<file path="config.mk">
export PLATFORM = sky130hd
export DESIGN_NAME = restoring_divider_hs
export DESIGN_NICKNAME = d
export VERILOG_FILES = /design/src/rtl/div_pkg.sv /design/src/rtl/restoring_div_step.sv /design/src/rtl/restoring_divider_hs.sv
export SDC_FILE = /design/constraint.sdc
export NUM_CORES = 1
export LEC_CHECK = 0
export CORE_UTILIZATION = 40
export CTS_CLUSTER_DIAMETER = 50
export DETAILED_ROUTE_END_ITERATION = 8
export GPL_ROUTABILITY_DRIVEN = 0
export PLACE_DENSITY = 0.58
export SLEW_MARGIN = 20
export SYNTH_ARGS = -nofsm -noshare
export SYNTH_HDL_FRONTEND = slang
export SYNTH_HIERARCHICAL = 1
export SYNTH_SLANG_ARGS = --single-unit
export TNS_END_PERCENT = 1
</file>
<file path="constraint.sdc">
create_clock -name clk -period 4.11 [get_ports clk]
set_input_delay 0.6165 -clock clk [delete_from_list [all_inputs] [get_ports clk]]
set_output_delay 0.6165 -clock clk [all_outputs]
set_load 0.1 [all_outputs]
</file>
<file path="src/rtl/div_pkg.sv">
// div_pkg: FSM state type and sign/width helpers shared by the handshaked restoring divider.
package div_pkg;
  localparam int MAXW = 64;
  typedef enum logic [1:0] {IDLE, CALC, DONE} state_t;
  function automatic int cnt_w(input int width);
    return $clog2(width + 1);
  endfunction
  // value is expected sign-extended to MAXW so its sign sits in the top bit
  function automatic logic [MAXW-1:0] abs_val(input logic [MAXW-1:0] value, input logic is_signed);
    return (is_signed && value[MAXW-1]) ? -value : value;
  endfunction
  function automatic logic [MAXW-1:0] cond_neg(input logic [MAXW-1:0] value, input logic neg);
    return neg ? -value : value;
  endfunction
endpackage

</file>
<file path="src/rtl/restoring_div_step.sv">
// restoring_div_step: one combinational restoring-division iteration on {R,Q} against D.
module restoring_div_step #(
  parameter int W = 16
) (
  input  logic [W:0]   r,
  input  logic [W-1:0] q,
  input  logic [W-1:0] d,
  output logic [W:0]   r_nxt,
  output logic [W-1:0] q_nxt
);
  logic [W:0] sh, t;
  logic unused_msb;
  assign unused_msb = r[W];
  assign sh = {r[W-1:0], q[W-1]};
  assign t = sh - {1'b0, d};
  assign r_nxt = t[W] ? sh : t;
  assign q_nxt = {q[W-2:0], ~t[W]};
endmodule

</file>
<file path="src/rtl/restoring_divider_hs.sv">
// restoring_divider_hs: valid/ready sequential restoring divider, one quotient bit per cycle,
// optional two's-complement mode and divide-by-zero flag.
module restoring_divider_hs
  import div_pkg::*;
#(
  parameter int WIDTH = 16,
  parameter int SIGNED_EN = 1
) (
  input  logic             clk,
  input  logic             reset,
  input  logic [WIDTH-1:0] dividend,
  input  logic [WIDTH-1:0] divisor,
  input  logic             is_signed,
  input  logic             valid_in,
  output logic             ready_in,
  output logic             valid_out,
  input  logic             ready_out,
  output logic [WIDTH-1:0] quotient,
  output logic [WIDTH-1:0] remainder,
  output logic             div_by_zero,
  output logic             busy
);
  localparam int CW = cnt_w(WIDTH);
  localparam int PW = MAXW - WIDTH;
  state_t state;
  logic [WIDTH:0] r, r_step;
  logic [WIDTH-1:0] q, d, q_step, dvd_abs, dvs_abs, quo_fin, rem_fin;
  logic [CW-1:0] cnt;
  logic q_neg, r_neg, dbz, sgn;
  logic [PW-1:0] unused_a, unused_b, unused_c, unused_d;
  assign sgn = (SIGNED_EN != 0) && is_signed;
  assign {unused_a, dvd_abs} = abs_val({{PW{dividend[WIDTH-1]}}, dividend}, sgn);
  assign {unused_b, dvs_abs} = abs_val({{PW{divisor[WIDTH-1]}}, divisor}, sgn);
  assign {unused_c, quo_fin} = cond_neg({{PW{1'b0}}, q}, q_neg);
  assign {unused_d, rem_fin} = cond_neg({{PW{1'b0}}, r[WIDTH-1:0]}, r_neg);
  restoring_div_step #(.W(WIDTH)) u_step (
    .r(r),
    .q(q),
    .d(d),
    .r_nxt(r_step),
    .q_nxt(q_step)
  );
  // a zero divisor skips CALC: Q/R are preloaded with the all-ones quotient and raw dividend
  always_ff @(posedge clk or negedge reset)
    if (!reset) begin
      state <= IDLE;
      r <= '0;
      q <= '0;
      d <= '0;
      cnt <= '0;
      q_neg <= 1'b0;
      r_neg <= 1'b0;
      dbz <= 1'b0;
      quotient <= '0;
      remainder <= '0;
      div_by_zero <= 1'b0;
      valid_out <= 1'b0;
      busy <= 1'b0;
      ready_in <= 1'b1;
    end else
      case (state)
        IDLE:
          if (valid_in) begin
            ready_in <= 1'b0;
            busy <= 1'b1;
            dbz <= divisor == '0;
            d <= dvs_abs;
            cnt <= CW'(WIDTH);
            q <= divisor == '0 ? '1 : dvd_abs;
            r <= divisor == '0 ? {1'b0, dividend} : '0;
            q_neg <= divisor != '0 && sgn && (dividend[WIDTH-1] ^ divisor[WIDTH-1]);
            r_neg <= divisor != '0 && sgn && dividend[WIDTH-1];
            state <= divisor == '0 ? DONE : CALC;
          end
        CALC: begin
          r <= r_step;
          q <= q_step;
          cnt <= cnt - 1'b1;
          if (cnt == CW'(1)) state <= DONE;
        end
        DONE:
          if (!valid_out) begin
            quotient <= quo_fin;
            remainder <= rem_fin;
            div_by_zero <= dbz;
            valid_out <= 1'b1;
          end else if (ready_out) begin
            valid_out <= 1'b0;
            busy <= 1'b0;
            ready_in <= 1'b1;
            state <= IDLE;
          end
        default: state <= IDLE;
      endcase
endmodule

</file>
== Yosys cells after proc, flatten, opt, wreduce, memory -nomap -nowiden ==
Index checks and enable logic that the tools add are counted.
Word-level totals
  output and inout bits: 36
  logic and storage cells: 74
  bits in registers: 94
  input port bits: 37
Operators by class
  bitwise gates (word level): 3
  mux-type cells: 29
  add/sub/neg operators: 6
  equal/unequal tests: 7
  reductions and logical operators: 15
Operator list (count)
  $mux 16: 9
  $neg 16->16: 4
  $pmux 16 s2: 2
  $sub 17x16->17: 1
  $logic_not 16->1: 1
  $reduce_bool 16->1: 1
  $mux 2: 5
  $pmux 5 s2: 1
  $mux 1: 8
  $ne 2x2->1 const B: 4
  $reduce_and 4->1: 2
  $pmux 2 s3: 1
  $reduce_and 2->1: 3
  $eq 5x1->1 const B: 1
  $logic_and 1x1->1: 5
  $mux 5: 1
  $sub 5x1->5 const B: 1
  $pmux 1 s2: 2
  $reduce_bool 2->1: 2
  $eq 2x1->1 const B: 1
  $eq 2x2->1 const B: 1
  $logic_not 2->1: 1
  $not 1->1: 2
  $xor 1x1->1: 1

== Depth between registers and ports, before layout ==
  depth after elaboration: 5
  gate-level depth with buffers: 17
  mapped depth without buffers: 16

== Modules after synthesis ==
Netlist, hierarchy kept.
Modules (own cells, without submodules)
  restoring_divider_hs: cells each 550, seq. area each 2378.5 µm², area an instance 5009.8 µm², times used 1
  restoring_div_step: cells each 164, seq. area each 0.0 µm², area an instance 1184.9 µm², times used 1

== Least setup slack after synthesis ==
No wires, ideal clock.
  path kind: reg2reg
  start point: register q[15]
  end point: register r[15]
  period minus slack after synthesis: 3.097 ns
  data required time: 3.983 ns
  arrival: 2.970 ns
  path buffers: 1
  setup time: 0.127 ns
  setup slack: 1.013 ns
  cell stages (with the launch flop): 16
  path through: dfrtp_1 inv_1 ha_1 fa_1 nand2b_1 a21oi_1 o21a_1 o41a_1 nand4_1 nand2_1 ha_1 inv_1 clkbuf_1 o31ai_1 a222oi_1 inv_1
On the way
  longest elaborated chain between the ends: 3
RTL lines
  from (decl): line restoring_divider_hs.sv:27  | logic [WIDTH-1:0] q, d, q_step, dvd_abs, dvs_abs, quo_fin, rem_fin;
  from (signal assigned): line restoring_divider_hs.sv:69  | q <= divisor == '0 ? '1 : dvd_abs;
  from (signal assigned): line restoring_divider_hs.sv:77  | q <= q_step;
  $sub 17x16->17: line restoring_div_step.sv:15  | assign t = sh - {1'b0, d};
  $mux 16: line restoring_div_step.sv:16  | assign r_nxt = t[W] ? sh : t;
  named net r_step[15]: line restoring_divider_hs.sv:26  | logic [WIDTH:0] r, r_step;
  $pmux 16 s2: line restoring_divider_hs.sv:61  | case (state)
  to (signal assigned): line restoring_divider_hs.sv:70  | r <= divisor == '0 ? {1'b0, dividend} : '0;
  to (signal assigned): line restoring_divider_hs.sv:76  | r <= r_step;
  to (decl): line restoring_divider_hs.sv:26
The timed path passes the listed nets, and every way through them passes these cells.
A chain may end at the register's enable or synchronous reset.

== Worst setup path after layout ==
  start point: register q[15]
  end point: register r[14]
Same word-level chain as after synthesis.

==> results_dict.tcl <==
set metrics [dict create \
    grt_first_pass_wirelength_mm 26.5 \
    path_class "flip-flop to flip-flop" \
    wl_per_cell_um 16.9 \
    arrival_ps 3590 \
    grt_pass1_vias 5165 \
    dr.pass1.iters 7 \
    slew_headroom_pct 34.5 \
    clk_pin_slew_worst_paths_ps 70 \
    slew_viol_final 0 \
    cp-start-kind "flip-flop" \
    io_buffers 72 \
    tritoncts "done" \
    hold_viol 0 \
    tightest_slew_ps 979 \
    vias 5265 \
    clock-sinks 94 \
    crit-reg2reg-launch "q[15]" \
    finalSetupViolations 0 \
    fin_crit_sh_pct 81.5 \
    grt.total_usage_pct 21.2 \
    antenna_cells 0 \
    drive_above_1_share_pct 7.11 \
    drt_iter0_drc 360 \
    critPathCapture "r[14]" \
    holdBufCountCts 0 \
    root_buffer "clkbuf_16" \
    wl_mm 16.0 \
    cts_buffers 9 \
    grt_max_degree 76 \
    rsz0062_at_grt "no" \
    pin_count 73 \
    cpMaxStageDelayCell "dfrtp_1" \
    status "completed" \
    crit_chain "inv_1, ha_1, fa_1, nand2b_1, a21oi_1, o21a_1, o41a_1, nand4_1, nand2_1, ha_1, buf_4, and2_1, a31oi_1, nand3_1, nor2_1, nor2_1" \
    r2r-end "r[14]" \
    die_h_um 126 \
    nFillCells 1474 \
    critPathLaunch "q[15]" \
    register_area_um2 2350 \
    viasPerCell 5.58 \
    max_freq_ghz 0.299 \
    clock_skew_ps 9.34 \
    worstSetupEndpointType "flip-flop" \
    grt_remaining_overflow 0 \
    syn_area_per_cell_um2 8.65 \
    cts_max_level 3 \
    layout.cells.non_filler 944 \
    antenna_found_initial 0 \
    clockBufferDepth 2 \
    drc 0 \
    syn-num-nets 773 \
    nets 816 \
    max_stage_delay_ps 420 \
    period_minus_slack_ps 3350 \
    die_w_um 126 \
    syn_area_um2 6160 \
    rows 44 \
    dp.cells 928 \
    die_area_um2 15900 \
    area_delta_synth_final_pct 17.0 \
    cts_resized 0 \
    r2r_slack_ps 760 \
    yosys_warnings 6 \
    clk_latency_ps 360 \
    crit_path_max_fanout 15 \
    start_util_pct 41.8 \
    hold_class "primary input to asynchronous set/reset pin" \
    antenna_left 0 \
    post_cts_buffers 0 \
    synth_cells 712 \
    core_region_area_um2 14800 \
    dp_hpwl_mm 11.9 \
    reg2reg_depth 16 \
    multi_input_area_um2 3430 \
    cap_violations 0 \
    critPathRequiredTime_ps 4350 \
    fin_setup_tns_ps 0 \
]
## layout make-up
type,count,share of cell area [%]
multi-input cells,533,47.6
inverters,36,1.87
clock buffers,10,3.18
clock inverters,6,0.659
flip-flops and latches,94,32.6
repair buffers,81,10.9
well taps,184,3.19
## state kept, by name, summed over array words and instances (netlist names)
name,flops
d,16
q,16
quotient,16
r,16
remainder,16
cnt,5
state,2
busy,1
dbz,1
div_by_zero,1
q_neg,1
r_neg,1
ready_in,1
valid_out,1
## cells in the final DEF, fill, tap and decap left out, types with 10 or more instances in the layout
cell             count
ha_1                23
nand2_1             63
clkdlybuf4s50_1     71
nand3_1             20
dfrtp_1             93
nor2_1              87
nor3_1              12
a21oi_1             66
buf_4               10
inv_1               36
o31ai_1             13
o21ai_0             41
xor2_1              42
a221oi_1            12
mux2_2              13
xnor2_1             23
## worst min path at each step
stage / endpoint / slack, ps / startpoint / cells after the start
after floorplan: busy / 320 / reset / 0
after global placement: ready_in / 450 / ready_in / 2
after detailed placement: ready_in / 460 / ready_in / 2
after CTS: q[6] / 460 / reset / 1
after global routing: q[6] / 510 / reset / 1
final: remainder[15] / 400 / reset / 1
## per-stage QoR
stage	cell area, µm²	setup WS [ps]	utilization (%)	hold slack [ps]
after floorplan	6160	1010	-	321
after global placement	6930	980	47.0	452
after detailed placement	6930	864	47.0	458
after CTS	7210	840	48.9	455
after global routing	7210	579	48.9	506
final	7210	761	48.9	404
## worst max-delay path, delay by kind of cell (launching register included)
family	cells	cell delay [ps]
fa+ha+maj	3	880
buf+inv	2	300
simple gates	7	810
flops	1	420
compound gates	4	820
## per-layer routing
metal	up-vias	GRT usage [%]	routed length, µm	share of wire [%]
met5	-	0	0	0
met4	0	7.87	258	1.6
met3	19	2.89	582	3.6
met2	137	33.3	7260	46
met1	2529	29.8	7850	49
li1	2580	-	-	-
Power is not shown: default switching activity piles up to over one toggle a cycle in this logic, so the estimate is an artifact.
==> patch 1, RTL diff (same settings) <==
Change the parameter `SIGNED_EN` from 1 to 0.
--- a/src/rtl/restoring_divider_hs.sv
+++ b/src/rtl/restoring_divider_hs.sv
@@ -5,5 +5,5 @@
 #(
   parameter int WIDTH = 16,
-  parameter int SIGNED_EN = 1
+  parameter int SIGNED_EN = 0
 ) (
   input  logic             clk,
Formal check against the unedited RTL: same outputs for any inputs over 10 cycles, from zero or initial values and one cycle with reset low; that may be too few to reach the edited logic, so the function may still have changed.
==> patch 1 against the original RTL <==
  * Die area fell by 14%
  * Wire length fell by 22%
  * Worst setup slack worse by 0.041 ns
  * Synthesized area is 14% lower
  * Sequential cell count decreased by 2
  * Final area down 13%
Power is left out: the tool's default activity adds up to more than one toggle a clock period on the data nets, which glitch-free logic cannot reach.
==> patch 1: results (changes against the original RTL) <==
| Metric | Value |
|---|---|
| Wl on met1 | `5.924 mm (-25%)` |
| CP Capture Point | `r[14]$_DFFE_PN0P_` |
| Root Buffer | `clkbuf_16` |
| Starting DRT DRC Count | `275 (-24%)` |
| Initial antenna violation count | `0 (unchanged)` |
| Synth warnings | `6 (unchanged)` |
| Number of global-route vias before repair | `3,779 (-27%)` |
| Reg-to-reg startpoint | `q[15]$_DFFE_PN0P_` |
| Max-slew headroom | `29.45% (-5.1 points)` |
| Drt first pass iters | `4 (-3)` |
| H-tree depth | `3 (unchanged)` |
| Top routing layer in use | `met4` |
| CTS buffer count | `9 (unchanged)` |
| Arrival time at the worst endpoint | `3.64 ns (+0.05 ns)` |
| R2r setup slk | `0.72 ns (-0.04 ns)` |
| Cts repair resizes | `0 (unchanged)` |
| R2R depth | `15 (-1)` |
| First-pass GRT wire length | `20.22 mm (-24%)` |
| Outcome | `finished, final reports clean` |
| Met2 WL post-DR | `5.687 mm (-22%)` |
| Final WL | `12.47 mm (-22%)` |
| Largest delay share family, worst path | `compound AO/OA/AOI/OAI gates` |
| Ratio of cells with drive above 1 in the final layout | `21.48% (+14 points)` |
| Reg clk slew, reported paths | `0.07 ns (about the same)` |
| Critical-path top delay cell | `dfrtp_1` |
| Clk buf depth | `2 (unchanged)` |
| Synth Net Count | `531 (-31%)` |
| Total track usage | `19.46% (-1.8 points)` |
| Min-delay worst type | `input port to async pin` |
| Largest fanout on the critical path | `10 (-5)` |
| Avg Vias per Cell | `5.354 (-4.0%)` |
| Nets@finish | `578 (-29%)` |
| Port-buffer cells | `71 (-1.4%)` |
| Worst skew pair latency | `0.34 ns (-0.02 ns)` |
| CP Class | `flip-flop to flip-flop` |
| Crit path largest cell delay | `0.42 ns (about the same)` |
| Post-CTS Setup Repair Bufs | `0 (unchanged)` |
| Met3 WL | `672 um (+15%)` |
| Worst Clk Skew | `0.01065 ns (+0.001310 ns)` |
| Fillers | `1,168 (-21%)` |
| Detailed Place HPWL | `8.733 mm (-27%)` |
| Largest net degree at the start of global routing | `67 (-12%)` |
| Setup violators final | `0 (unchanged)` |
| Diode count | `0 (unchanged)` |
| Setup Total Neg Slack | `0 ns (unchanged)` |
[patch 1: cell types whose count changed in the layout (fill, tap and decap cells not counted), moves of 12 or more]
cell      delta
xnor2_1     -17
inv_1       -13
o21ai_0     -31
mux2_2      +29
mux2_4      +15
o221ai_1    +15
nand3_1     -16
a21oi_1     -51
nand2_1     -26
xor2_1      -37
mux2i_1     +12
nor2_1      -65
a221oi_1    -12
[patch 1: final cells by class]
class | count | area share (%)
Tap cell | 172 | 3.433
Clock buffer | 10 | 3.653
Multi-Input combinational cell | 315 | 41.74
Timing Repair Buffer | 79 | 12.26
Clock inverter | 6 | 0.7385
Inverter | 24 | 1.437
Sequential cell | 92 | 36.75
[patch 1: worst min-delay path by stage]
stage / start / endpoint / slack (ns) / cells past startpoint
after global routing: reset / d[8]$_DFFE_PN0P_ / 0.44 / 1
final: reset / d[8]$_DFFE_PN0P_ / 0.37 / 1
after global placement: dbz$_DFFE_PN0P_ / dbz$_DFFE_PN0P_ / 0.48 / 2
after detailed placement: dbz$_DFFE_PN0P_ / dbz$_DFFE_PN0P_ / 0.48 / 2
after floorplan: reset / busy$_DFFE_PN0P_ / 0.32 / 0
after CTS: reset / d[8]$_DFFE_PN0P_ / 0.42 / 1
[patch 1: per-stage QoR]
| stage | instance area, um2 | util (%) | hold WS (ns) | cells | setup slack (ns) |
|---|---|---|---|---|---|
| final | 6269 | 49.07 | 0.3733 | 698 | 0.7202 |
| after global routing | 6269 | 49.07 | 0.4395 | 698 | 0.4695 |
| after CTS | 6261 | 49.02 | 0.4157 | 698 | 0.7246 |
| after detailed placement | 5986 | 46.86 | 0.4815 | 682 | 0.7330 |
| after global placement | 5986 | 46.86 | 0.4771 | 682 | 0.8211 |
| after floorplan | 5284 | - | 0.3209 | 474 | 0.9123 |
[patch 1: worst register-to-register path, stage by stage, from the launching register on]
cell      delay [ns]
dfrtp_1         0.42
inv_1           0.07
ha_1            0.24
fa_1            0.41
nor2b_1         0.18
o21bai_1        0.11
a21oi_2         0.28
o41a_4          0.20
nand4_1         0.09
nand2_1         0.08
ha_1            0.34
clkinv_1        0.14
buf_4           0.18
o31ai_1         0.27
nor2_1          0.08
a211oi_1        0.22
[patch 1: metal layers]
metal | up-vias | track usage (%)
met5 | - | 0
met4 | 0 | 5.232
met3 | 17 | 3.913
met2 | 99 | 30.89
met1 | 1818 | 27.11
li1 | 1803 | -
==> patch 2, RTL diff (same flow settings) <==
Without the edit above. Make the reset (`reset`) synchronous in one clocked block.
--- a/src/rtl/restoring_divider_hs.sv
+++ b/src/rtl/restoring_divider_hs.sv
@@ -42,5 +42,5 @@
   );
   // a zero divisor skips CALC: Q/R are preloaded with the all-ones quotient and raw dividend
-  always_ff @(posedge clk or negedge reset)
+  always_ff @(posedge clk)
     if (!reset) begin
       state <= IDLE;
Formal check against the unedited RTL: differs if reset is asserted again (counterexample within 4 cycles, from zero or initial values and one cycle with reset low); with reset held inactive, the same outputs for 10 cycles.
==> patch 2 against the original RTL <==
  * Synthesized area is 2.7% lower
  * Final area shrank 2.7%
  * Die area decreased by 2.7%
  * Sequential cell count is the same
  * Maximum frequency is 9.8% lower
  * Worst setup slack got worse by 0.36 ns
  * Global-route usage down 0.44 points
  * Sequential share of layout area shrank 5.8 points
  * Wire length shrank 0.20%
  * Critical path type unchanged
  * Critical endpoint is now r[14]$_SDFFE_PN0P_
==> patch 2: results (changes against the original RTL) <==
| Metric | Value |
|---|---|
| Outcome | `finished, final reports clean` |
| Worst skew pair latency | `0.34 ns (-0.02 ns)` |
| Largest fanout on the critical path | `16 (+1)` |
| Detailed Place HPWL | `11.77 mm (-1.4%)` |
| First-pass GRT wire length | `26.19 mm (-1.2%)` |
| Total track usage | `20.78% (-0.44 points)` |
| Arrival time at the worst endpoint | `3.98 ns (+0.39 ns)` |
| R2r setup slk | `0.40 ns (-0.36 ns)` |
| Starting DRT DRC Count | `403 (+12%)` |
| Max-slew headroom | `34.81% (+0.30 points)` |
| Nets@finish | `818 (+0.25%)` |
| Met3 WL | `752 um (+29%)` |
| Ratio of cells with drive above 1 in the final layout | `7.622% (+0.52 points)` |
| Largest net degree at the start of global routing | `65 (-14%)` |
| Number of global-route vias before repair | `5,027 (-2.7%)` |
| Drt first pass iters | `5 (-2)` |
| Critical-path top delay cell | `ha_2` |
| Hold_ws | `0.4569 ns (+0.05284 ns)` |
| Worst Clk Skew | `0.005339 ns (-0.003998 ns)` |
| Wl on met1 | `7.888 mm (+0.45%)` |
| Min-delay worst type | `flip-flop to flip-flop` |
| Crit path largest cell delay | `0.55 ns (+0.13 ns)` |
| Met2 usage | `32.66% (-0.62 points)` |
| Final WL | `15.92 mm (-0.20%)` |
| Avg Vias per Cell | `5.691 (+2.0%)` |
==> patch 2: timing repair <==
| action | in CTS | in global routing |
|---|---|---|
| endpoints found under the setup margin | 0 | 1 |
| hold endpoints to repair | 0 | 0 |
| gates resized for setup | 0 | 1 |
==> patch 2: worst max-delay path, delay by kind of cell (launching register included) <==
kind,cells,cell delay (ns)
buffers and inverters,1,0.10
DFF,1,0.49
and+or+nand+nor,3,0.70
adders and majority gates,2,0.89
AOI/OAI and AO/OA,8,1.44
==> patch 2: worst paths after layout <==
| kind | from | end | depth (start not counted) |
|---|---|---|---|
| hold reg to reg | d[15]$_SDFFE_PN0P_ | d[15]$_SDFFE_PN0P_ | 2 |
| setup reg to reg | r[8]$_SDFFE_PN0P_ | r[14]$_SDFFE_PN0P_ | 14 |
| hold / removal | d[15]$_SDFFE_PN0P_ | d[15]$_SDFFE_PN0P_ | 2 |
| setup / recovery | r[8]$_SDFFE_PN0P_ | r[14]$_SDFFE_PN0P_ | 14 |
==> patch 2: through the flow <==
stage / instance area [um2] / std cells / total power (uW) / setup slack [ns]
finish: 7018 / 945 / 4989 / 0.3968
detailed placement: 6733 / 930 / 4097 / 0.4206
floorplan: 5993 / 721 / 3528 / 0.8521
CTS: 7015 / 945 / 4950 / 0.3727
global placement: 6733 / 930 / 4066 / 0.5674
global route: 7018 / 945 / 5316 / 0.1385
==> patch 2: report_power, final <==
group	switching [uW]	total (uW)	leakage, uW	internal [uW]
Clock	361	832	0.000133	471
Combinational	1660	2830	0.00181	1170
Sequential	228	1320	0.000769	1100
==> patch 2: area by class of cell <==
cell class	count	area [um2]
Sequential cell	94	1882
Multi-Input combinational cell	535	3705
Tap cell	184	230.2
Clock buffer	12	236.5
Inverter	36	135.1
Clock inverter	3	46.29
Timing Repair Buffer	81	783.3
Fill cell	1452	7571
